--- config.mk ---
export PLATFORM = sky130hd
export DESIGN_NAME = lsu_mem_master
export DESIGN_NICKNAME = d
export VERILOG_FILES = /design/src/rtl/mips_mem_pkg.sv /design/src/rtl/lsu_lane_unit.sv /design/src/rtl/lsu_mem_master.sv
export SDC_FILE = /design/constraint.sdc
export NUM_CORES = 1
export LEC_CHECK = 0
export CORE_AREA = 2 2 120 122
export DETAILED_ROUTE_END_ITERATION = 12
export DIE_AREA = 0 0 122 124
export HOLD_SLACK_MARGIN = 0.02
export PLACE_DENSITY = 0.87
export SLEW_MARGIN = 20
export SYNTH_ARGS = -nofsm -noshare
export SYNTH_HDL_FRONTEND = slang
export SYNTH_SLANG_ARGS = --single-unit
--- constraint.sdc ---
create_clock -name clk -period 2.7 [get_ports clk]
set_clock_uncertainty 0.05 [all_clocks]
set_input_delay 0.81 -clock clk [delete_from_list [all_inputs] [get_ports clk]]
set_output_delay 0.81 -clock clk [all_outputs]
set_load 0.01 [all_outputs]
--- src/rtl/mips_mem_pkg.sv ---
// rtl/mips_mem_pkg.sv - access sizes, LSU FSM states and alignment helper
package mips_mem_pkg;

  typedef enum logic [1:0] {
    SZ_BYTE = 2'd0,
    SZ_HALF = 2'd1,
    SZ_WORD = 2'd2
  } size_e;

  typedef enum logic [2:0] {
    ST_IDLE    = 3'd0,
    ST_RD      = 3'd1,
    ST_RD_WAIT = 3'd2,
    ST_WR      = 3'd3,
    ST_RESP    = 3'd4
  } lsu_state_e;

  // Size code 3 is reserved and reported the same way as a misaligned access.
  function automatic logic is_misaligned(input logic [1:0] size, input logic [1:0] off);
    logic mis;
    case (size)
      SZ_BYTE: mis = 1'b0;
      SZ_HALF: mis = off[0];
      SZ_WORD: mis = |off;
      default: mis = 1'b1;
    endcase
    return mis;
  endfunction

endpackage

--- src/rtl/lsu_lane_unit.sv ---
// rtl/lsu_lane_unit.sv - byte-lane store merge and load extract/extend
module lsu_lane_unit
  import mips_mem_pkg::*;
(
  input  logic [31:0] mem_word,
  input  logic [31:0] st_data,
  input  logic [1:0]  size,
  input  logic [1:0]  offset,
  input  logic        sext,
  output logic [31:0] merged,
  output logic [31:0] extracted
);

  logic [7:0]  byte_sel;
  logic [15:0] half_sel;

  assign byte_sel = mem_word[{offset, 3'b000} +: 8];
  assign half_sel = mem_word[{offset[1], 4'b0000} +: 16];

  // Replace only the addressed lanes of the old word; pick and extend the addressed lanes for loads.
  always_comb begin
    merged    = mem_word;
    extracted = mem_word;
    case (size)
      SZ_BYTE: begin
        merged[{offset, 3'b000} +: 8] = st_data[7:0];
        extracted = {{24{sext & byte_sel[7]}}, byte_sel};
      end
      SZ_HALF: begin
        merged[{offset[1], 4'b0000} +: 16] = st_data[15:0];
        extracted = {{16{sext & half_sel[15]}}, half_sel};
      end
      default: begin
        merged    = st_data;
        extracted = mem_word;
      end
    endcase
  end

endmodule

--- src/rtl/lsu_mem_master.sv ---
// rtl/lsu_mem_master.sv - load/store initiator to word memory; LSU_TRACE_EN enables write trace
module lsu_mem_master #(
  parameter int AW = 32,
  parameter int DW = 32
) (
  input  logic          clk,
  input  logic          clr_n,
  input  logic          req_valid,
  output logic          req_ready,
  input  logic          req_we,
  input  logic [1:0]    req_size,
  input  logic          req_sext,
  input  logic [AW-1:0] req_addr,
  input  logic [DW-1:0] req_wdata,
  input  logic [31:0]   req_pc,
  output logic          rsp_valid,
  output logic [DW-1:0] rsp_rdata,
  output logic          rsp_err,
  output logic          mem_req,
  output logic          mem_we,
  output logic [AW-1:0] mem_addr,
  output logic [DW-1:0] mem_wdata,
  input  logic          mem_gnt,
  input  logic          mem_rvalid,
  input  logic [DW-1:0] mem_rdata
);
  import mips_mem_pkg::*;

  lsu_state_e    state_q, state_d;
  logic          we_q;
  logic [1:0]    size_q;
  logic          sext_q;
  logic [AW-1:0] addr_q;
  logic [DW-1:0] wdata_q;
  logic [DW-1:0] rdata_q;
  logic          err_q;
  logic          accept;
  logic          misaligned;
  logic [DW-1:0] merged;
  logic [DW-1:0] extracted;

  assign accept     = req_valid && (state_q == ST_IDLE);
  assign misaligned = is_misaligned(req_size, req_addr[1:0]);

  lsu_lane_unit u_lane (
    .mem_word  (mem_rdata),
    .st_data   (wdata_q),
    .size      (size_q),
    .offset    (addr_q[1:0]),
    .sext      (sext_q),
    .merged    (merged),
    .extracted (extracted)
  );

  // State register; reset drops straight to IDLE, abandoning any partial read-modify-write.
  always_ff @(posedge clk or negedge clr_n) begin
    if (!clr_n) state_q <= ST_IDLE;
    else        state_q <= state_d;
  end

  // Next-state: sub-word stores read first, word stores write directly, bad accesses answer at once.
  always_comb begin
    state_d = state_q;
    case (state_q)
      ST_IDLE: begin
        if (req_valid) begin
          if (misaligned)                              state_d = ST_RESP;
          else if (req_we && (req_size == SZ_WORD))    state_d = ST_WR;
          else                                         state_d = ST_RD;
        end
      end
      ST_RD:      if (mem_gnt)    state_d = ST_RD_WAIT;
      ST_RD_WAIT: if (mem_rvalid) state_d = we_q ? ST_WR : ST_RESP;
      ST_WR:      if (mem_gnt)    state_d = ST_RESP;
      ST_RESP:    state_d = ST_IDLE;
      default:    state_d = ST_IDLE;
    endcase
  end

  // Capture the request on accept; fold returned read data into the store word or load result.
  always_ff @(posedge clk or negedge clr_n) begin
    if (!clr_n) begin
      we_q    <= 1'b0;
      size_q  <= 2'd0;
      sext_q  <= 1'b0;
      addr_q  <= '0;
      wdata_q <= '0;
      rdata_q <= '0;
      err_q   <= 1'b0;
    end else if (accept) begin
      we_q    <= req_we;
      size_q  <= req_size;
      sext_q  <= req_sext;
      addr_q  <= req_addr;
      wdata_q <= req_wdata;
      rdata_q <= '0;
      err_q   <= misaligned;
    end else if ((state_q == ST_RD_WAIT) && mem_rvalid) begin
      if (we_q) wdata_q <= merged;
      else      rdata_q <= extracted;
    end
  end

  assign req_ready = (state_q == ST_IDLE);
  assign mem_req   = (state_q == ST_RD) || (state_q == ST_WR);
  assign mem_we    = (state_q == ST_WR);
  assign mem_addr  = {addr_q[AW-1:2], 2'b00};
  assign mem_wdata = wdata_q;
  assign rsp_valid = (state_q == ST_RESP);
  assign rsp_rdata = (state_q == ST_RESP) ? rdata_q : '0;
  assign rsp_err   = (state_q == ST_RESP) && err_q;

`ifdef LSU_TRACE_EN
  logic [31:0] pc_q;

  // Keep the PC of the accepted access and print every granted memory write.
  always_ff @(posedge clk or negedge clr_n) begin
    if (!clr_n) begin
      pc_q <= '0;
    end else begin
      if (accept) pc_q <= req_pc;
      if ((state_q == ST_WR) && mem_gnt)
        $display("%d@%h: *%h <= %h", $time, pc_q, mem_addr, mem_wdata);
    end
  end
`else
  logic unused_pc;
  assign unused_pc = ^req_pc;
`endif

endmodule
# Word-level counts from Yosys, hierarchy flattened
# Index checks and enable logic that the tools add are counted.
classes:
  bitwise: 2
  shifts: 6
  add_sub_neg: 2
  eq_ne: 12
  reduce_logical: 15
  muxes: 20
ops:
  columns: ["cell", "n"]
  rows:
  - ["$mux W32", 7]
  - ["$pmux W32 S2", 2]
  - ["$bwmux W32", 2]
  - ["$shift A16 B7 Y32 const A", 1]
  - ["$shift A8 B7 Y32 const A", 1]
  - ["$shiftx A16 B7 Y32", 1]
  - ["$shiftx A32 B6 Y16", 1]
  - ["$shiftx A32 B6 Y8", 1]
  - ["$shiftx A8 B7 Y32", 1]
  - ["$mux W3", 6]
  - ["$neg A5 Y7", 2]
  - ["$pmux W3 S4", 1]
  - ["$eq A3 B2 Y1 const B", 2]
  - ["$ne A2 B2 Y1 const B", 3]
  - ["$eq A2 B1 Y1 const B", 2]
  - ["$logic_and A1 B1 Y1", 4]
  - ["$logic_not A2 Y1", 2]
  - ["$ne A2 B1 Y1 const B", 2]
  - ["$reduce_and A4 Y1", 1]
  - ["$reduce_bool A2 Y1", 2]
  - ["$eq A3 B1 Y1 const B", 1]
  - ["$eq A3 B3 Y1 const B", 1]
  - ["$logic_not A3 Y1", 1]
  - ["$pmux W1 S3", 1]
  - ["8 further kinds", 9]
totals:
  input_bits: 137
  output_inout_bits: 101
  wordCells: 65
  register_bits: 104

# Depth between registers and ports, before layout
# Gate-level depths: netlist (run 1).
logic_depth:
  depth_word: 7
  ltp_mapped: 9
  ltp_nobuf: 6

# Cells and area by module
# From an unflattened synthesis (run 1), not the netlist that was laid out.
unflattened:
  hier_cells: 665
  area_unflattened_um2: 6652.6
modules_own_cells:
  columns: ["module", "seq_area_each_um2", "cells_each", "n_inst", "area_each_um2"]
  rows:
  - ["lsu_mem_master", 2602.5, 397, 1, 4959.8]
  - ["lsu_lane_unit", 0.0, 268, 1, 1692.9]

# Least setup slack after synthesis (run 1)
# Ideal clock, no wire load.
synth_path:
  kind: "flip-flop to flip-flop"
  startpoint: "register addr_q[1]"
  endpoint: "register wdata_q[30] (netlist: mem_wdata[30])"
  setup_time_ns: 0.077
  slack_ns: 0.219
  stages_incl_launch_ff: 10
  required_time_ns: 2.573
  period_less_slack_ns: 2.481
  t_arrival_ns: 2.354
  n_path_buf: 3
  cell_sequence: "dfrtp_1 buf_6 buf_2 clkinv_1 ha_1 nor4bb_1 clkbuf_1 a221oi_1 a211o_1 a21oi_1"
synth_via:
  elab_chain_len: 7
  word_cells_on_any_way: 12
  classes_between: "add/sub: 2; shift: 4; mux: 6"
synth_lines:
  columns: ["item", "line", "source"]
  rows:
  - ["start, declared", "lsu_mem_master.sv:33", "logic [AW-1:0] addr_q;"]
  - ["start signal, assigned", "lsu_mem_master.sv:94", "addr_q <= req_addr;"]
  - ["$neg A5 Y7 (on tied branches)", "lsu_lane_unit.sv:30, lsu_lane_unit.sv:26", null]
  - ["$shiftx A16 B7 Y32, or another cell as far along", "lsu_lane_unit.sv:30", "merged[{offset[1], 4'b0000} +: 16] = st_data[15:0];"]
  - ["$bwmux W32 (on tied branches)", "lsu_lane_unit.sv:30, lsu_lane_unit.sv:26", null]
  - ["$pmux W32 S2 (*)", "lsu_lane_unit.sv:24", "case (size)"]
  - ["$mux W32 (*)", "lsu_mem_master.sv:99", "if (we_q) wdata_q <= merged;"]
  - ["$mux W32 (*)", "lsu_mem_master.sv:98", "end else if ((state_q == ST_RD_WAIT) && mem_rvalid) begin"]
  - ["$mux W32 (*)", "lsu_mem_master.sv:90", "end else if (accept) begin"]
  - ["end signal, assigned", "lsu_mem_master.sv:95", "wdata_q <= req_wdata;"]
  - ["end signal, assigned", "lsu_mem_master.sv:99", null]
  - ["end, declared", "lsu_mem_master.sv:34", "logic [DW-1:0] wdata_q;"]
# Every way passes the cells marked *; elsewhere a longest branch is shown, timed or not. The select of a mux whose other input is x is not followed.
# A chain may end at the register's enable or synchronous reset.

# Worst setup path after layout (run 1)
layout_path:
  startpoint: "register state_q[0]"
  endpoint: "output port req_ready"
layout_via:
  elab_chain_len: 1
layout_lines:
  columns: ["item", "line", "source"]
  rows:
  - ["start, declared", "lsu_mem_master.sv:29", "lsu_state_e state_q, state_d;"]
  - ["start signal, assigned", "lsu_mem_master.sv:58", "else state_q <= state_d;"]
  - ["$logic_not A3 Y1", "lsu_mem_master.sv:104", "assign req_ready = (state_q == ST_IDLE);"]
  - ["end, declared", "lsu_mem_master.sv:9", "output logic req_ready,"]
# No other way between the ends.

==> results.toml, run 1 <==
[cts]
cts-root-buf = "clkbuf_16"
cts_buffers = 9
cts_buffer_depth = 2
cts_tree = "built"
clkLatencyLatePin_ns = 0.35
cts_htree_levels = 3
clk_pin_slew_worst_paths_ns = 0.07
cts_sinks = 104

[logic_synthesis]
synth_seq_cells = 104
synthArstFlopShare = 1.000
synth_area_leaders = "dfrtp_1 (44%), nand2_1 (7.9%), buf_4 (4.5%)"
syn_area_um2 = 5951
syn_area_per_cell_um2 = 9.226
synth-edff-count = 0
yosysTopAreaCellShare = 0.4373
synth_area_leader_cell = "dfrtp_1"
netlist_instances = 645
seq_area_frac_synth = 0.4373
ys.flop_type = "dfrtp_1"
synth_warnings = 0
synth_cell_types = 47

[place]
finalWeightedCongestion = 0.9078
dp_hpwl_mm = 13.93
io_buffers = 203
dp.cells = 981

[pwr]
power_density_nw_per_um2 = 1020
power_mw = 8.566
power_leakage_nw = 4.031
ir_drop_mv = 0.6204

[grt]
grt_usage = 0.2573
antenna_found_initial = 0
grt_pass1_wl_mm = 29.70
grt_pass1_vias = 5571
grt_max_degree = 69
overflow = 0

[floorplanning]
coreArea_um2 = 13720
start_util = 0.4337
num_rows = 43
die-width_um = 122
die_y_um = 124
ios = 238
dieArea_um2 = 15130

[worst_setup_path]
cpPeakStageDelay_ns = 0.58
rr_startpoint = "addr_q[1]"
rr_worst_depth = 6
start_kind = "flip-flop"
rrSetupSlack_ns = 0.32
worstPathMaxFanout = 12
worstSetupPathType = "flip-flop to output pin"
end_kind = "output pin"
slowest_stage = "clkdlybuf4s50_1"
path_cells = "buf_4 > nor3_1 > clkdlybuf4s50_1"
crit_required_ns = 1.84
rr_endpoint = "mem_wdata[19]"
arrival_ns = 1.75

[layout]
area_growth_pct = 41.13
fin_cells = 1001
num_antenna_cells = 0
final_nets = 958
drive_gt1_frac = 0.08892
final_common_cell = "clkdlybuf4s50_1"
final_cell_mix = "clkdlybuf4s50_1 (168), nand2_1 (125), dfrtp_1 (103)"

[sta]
fmax_mhz = 382.5
rsz0062_at_grt = "no"
final_max_slew_viol_count = 0
whs_ns = 0.3667
period_minus_slack_ns = 2.614
finalHoldViolations = 0
slew_headroom = 0.3605
tns_ns = 0
period_share = 0.9682
worstMarginPinSlew_ns = 0.9583
finalSetupViolCount = 0

[flow_run]
timing.max_cap.violations = 0

[outcome]
outcome = "completed"

[route]
drc = 0
via_count = 5693
ant_nets = 0
drtPass1Iterations = 7
viasPerCell = 5.687
routedWlPerCell_um = 19.04
wl_mm = 19.06
drt_iter0_markers = 570

[hold_path]
hold_path.class = "input port to async pin"
==> critical path: cells and delay by family, from the launching register on <==
family	cells	cell delay [ns]
simple gates	1	0.24
buf+inv	2	0.76
flops	1	0.41
==> logic make-up after synthesis <==
logic type | count (synthesis) | share of synthesized area
flops | 104 | 0.4373
buf+inv | 100 | 0.09020
fa+ha+maj | 5 | 0.01051
compound gates | 168 | 0.2077
mux | 29 | 0.06413
other cells | 1 | 0.0006302
simple gates | 238 | 0.1894
==> area by class of cell <==
class,count,area [um^2]
Inverter,20,75.07
Clock inverter,4,28.78
Tap cell,180,225.2
Sequential cell,104,2604
Fill cell,1134,5321
Multi-Input combinational cell,442,2830
Timing Repair Buffer,239,2379
Clock buffer,12,256.5
==> state kept, by name, summed over array words and instances, names as in the netlist <==
| signal | count |
|---|---|
| state_q | 3 |
| mem_wdata | 32 |
| sext_q | 1 |
| rdata_q | 32 |
| size_q | 2 |
| addr_q | 32 |
| we_q | 1 |
| err_q | 1 |
==> layer usage <==
| layer | GRT usage | wire length (um) | up-vias |
|---|---|---|---|
| met1 | 0.3336 | 7642 | 2721 |
| met4 | 0.1034 | 586 | 0 |
| met5 | 0 | 0 | - |
| met2 | 0.4148 | 8889 | 315 |
| li1 | - | - | 2616 |
| met3 | 0.06364 | 1940 | 41 |
==> repair_timing <==
action / CTS / global route
hold buffers: 0 / 0
setup endpoints to repair: 33 / 15
gates resized for setup: 21 / 17
cloned: 1 / 0
buffers inserted: 3 / 0
==> metrics by stage <==
| stage | area (um^2) | setup slack [ns] | util |
|---|---|---|---|
| 6_report | 8398 | 0.08583 | 0.6121 |
| 3_3_place_gp | 8034 | -0.02695 | 0.5856 |
| 3_5_place_dp | 8034 | -0.07322 | 0.5856 |
| 2_1_floorplan | 5954 | 0.2189 | - |
| 4_1_cts | 8354 | -0.1011 | 0.6089 |
| 5_1_grt | 8398 | 0.005116 | 0.6121 |
==> synth_stat cells (2+ instances only) <==
cell         n
nand2_1    126
dfrtp_1    104
a21oi_1     48
buf_4       36
and2_1      35
nor2_1      30
clkbuf_1    27
a221oi_1    25
a221o_1     23
inv_1       19
mux2i_1     19
a22oi_1     16
a211o_1     14
nor3_1      11
buf_2        9
a22o_1       8
nand3_1      8
o211ai_1     8
o21ai_0      8
mux4_2       7
o22ai_1      7
o2bb2ai_1    7
buf_1        6
ha_1         5
nand2b_1     5
nor2b_1      4
mux2_2       3
nor3b_1      3
a31oi_1      2
and3_1       2
and3b_1      2
and4bb_2     2
buf_6        2
==> worst max path at each step <==
stage	from	endpoint	slack, ns	cells past startpoint
3_5_place_dp	mem_rvalid	rdata_q[27]	-0.07	5
6_report	state_q[0]	req_ready	0.09	3
5_1_grt	state_q[0]	req_ready	0.005	3
3_3_place_gp	mem_rvalid	rdata_q[22]	-0.03	5
4_1_cts	state_q[0]	rsp_rdata[11]	-0.10	5
2_1_floorplan	addr_q[1]	mem_wdata[30]	0.22	9
==> report_power, final <==
| part | switching [mW] | internal, mW | leakage, nW | total [mW] |
|---|---|---|---|---|
| Clock | 0.602 | 0.677 | 0.135 | 1.28 |
| Combinational | 2.26 | 2.21 | 2.60 | 4.47 |
| Sequential | 0.537 | 2.27 | 1.30 | 2.81 |
| Total | 3.40 | 5.16 | 4.03 | 8.57 |
Power figures use the tool's default switching activity.
==> inputs of run 2 (changes only) <==
Settings changed: ABC_AREA from default to 1, CORE_AREA 2 2 120 122 to 5 5 127 129, DIE_AREA 0 0 122 124 to 0 0 132 134, PLACE_DENSITY 0.87 to 0.88.
==> run 2 against run 1 <==
Compared with the run above: combinational power grew 15%; largest cell class unchanged; sequential cell count is the same; die area grew 17%.
==> results.toml, run 2 <==
[outcome]
outcome = "completed"

[sta]
tns_ns = 0
period_share = 0.9692
final_max_slew_viol_count = 0
worstMarginPinSlew_ns = 0.9665
whs_ns = 0.2539
period_minus_slack_ns = 2.617
finalSetupViolCount = 0
setup_ws_ns = 0.08319
slew_headroom = 0.3514
finalHoldViolations = 0
rsz0062_at_grt = "no"
fmax_mhz = 382.1

[place]
finalWeightedCongestion = 0.9491
dp.cells = 1364
io_buffers = 203
dp_hpwl_mm = 16.05
place_area_um2 = 8653
post-place-ws_ns = 0.1704

[floorplanning]
ios = 238
die-width_um = 132
die_y_um = 134
start_util = 0.4475
dieArea_um2 = 17690
coreArea_um2 = 14920
num_rows = 45

[route]
via_count = 7039
drtPass1Iterations = 6
routedWlPerCell_um = 15.27
drt_iter0_markers = 785
ant_nets = 0
viasPerCell = 5.093
drc = 0
wl_mm = 21.10

[cts]
cts-root-buf = "clkbuf_16"
cts_htree_levels = 3
cts_tree = "built"
cts_buffers = 9
clk_pin_slew_worst_paths_ns = 0.07
clkLatencyLatePin_ns = 0.36
cts_buffer_depth = 2
cts_sinks = 104
ctsHoldBuffers = 0

[logic_synthesis]
synth_seq_cells = 104
syn_area_um2 = 6678
synthArstFlopShare = 1.000
seq_area_frac_synth = 0.3897
synth_area_leaders = "dfrtp_1 (39%), nand2_1 (25%), inv_1 (5.7%)"
syn_area_per_cell_um2 = 6.489
synth_common_cells = "nand2_1 (443), dfrtp_1 (104), inv_1 (102)"
synth_most_common_cell = "nand2_1"
synth_area_leader_cell = "dfrtp_1"
ys.flop_type = "dfrtp_1"
synth-edff-count = 0
synth_warnings = 0
netlist_instances = 1029
synth_cell_types = 31
yosysTopAreaCellShare = 0.3897

[grt]
grt.met3_usage = 0.04914
grt_pass1_vias = 6631
gr-max-usage-layer = "met2"
grt_use_met1 = 0.2977
met2_usage = 0.3754
grt_max_degree = 59
overflow = 0
grt_pass1_wl_mm = 33.90
grt_usage = 0.2354
antenna_found_initial = 0

[worst_setup_path]
end_kind = "output pin"
start_kind = "flip-flop"
worstSetupPathType = "flip-flop to output pin"
crit_required_ns = 1.84
rr_worst_depth = 9
rrSetupSlack_ns = 0.57
worstPathMaxFanout = 34
rr_endpoint = "mem_wdata[5]"
arrival_ns = 1.76
rr_startpoint = "addr_q[1]"

[pwr]
power_density_nw_per_um2 = 1040
power_leakage_nw = 4.649
ir_drop_mv = 0.5403
power_mw = 9.312

[flow_run]
timing.max_cap.violations = 0

[hold_path]
hold_path.class = "input port to async pin"

[layout]
area_growth_pct = 34.08
final_core_util = 0.6001
num_antenna_cells = 0
drive_gt1_frac = 0.05611
fin_cells = 1382
final_area_um2 = 8954
final_nets = 1331
final_common_cell = "nand2_1"
final_cell_mix = "nand2_1 (443), clkdlybuf4s50_1 (169), dfrtp_1 (104)"
## run 2: worst max path at each step
stage                           from             to  slack [ns]  cells after the start
final                     state_q[1]      rsp_valid        0.08                      5
after global routing      state_q[1]      rsp_valid        0.03                      5
after CTS                 state_q[0]      rsp_valid        0.02                      5
after detailed placement   req_valid     addr_q[25]        0.17                      6
after global placement    mem_rvalid   mem_wdata[6]        0.19                      8
after floorplan           state_q[0]  rsp_rdata[22]        0.77                      4
## run 2: final cells by class
| class | instances | area (um^2) |
|---|---|---|
| fillers | 1346 | 5967 |
| multi-input cells | 740 | 3192 |
| flip-flops and latches | 104 | 2603 |
| repair buffers | 227 | 2201 |
| inverters | 107 | 404.1 |
| clock buffers | 14 | 284.0 |
| well taps | 188 | 235.2 |
| clock inverters | 2 | 35.03 |
## run 2: timing repair
action                                  CTS  global route
gates resized for setup                  34             1
endpoints found under the setup margin   34             1
gates cloned                              0             0
pin swaps                                 0             1
setup buffers                             1             1
## run 2: cells by family (layout without fill, tap and decap cells)
kind of cell    Yosys count  after routing  share of synthesized area
simple gates            621            621                     0.3781
buf+inv                 186            350                     0.1328
compound gates          112            112                    0.08938
flops                   104            104                     0.3897
fa+ha+maj                 5              5                   0.009369
other cells               1              2                  0.0005616
## run 2: power by group
part           leakage [nW]  internal, mW  switching [mW]  total [mW]
clock network         0.159         0.820           0.583        1.40
logic                  3.16          2.10            3.05        5.15
registers              1.33          2.24           0.517        2.76
## run 2: critical path, cell delays in order (launching register included)
cell and delay, ns:
dfrtp_1 0.41, nor2_4 0.13, nand2_1 0.08, buf_8 0.18
inv_1 0.06, clkdlybuf4s50_1 0.52
## run 2: routing by layer
metal / up-vias / part of all wire
met2: 314 / 0.48
met5: - / 0
met3: 78 / 0.074
met4: 0 / 0.054
li1: 3456 / -
met1: 3191 / 0.39
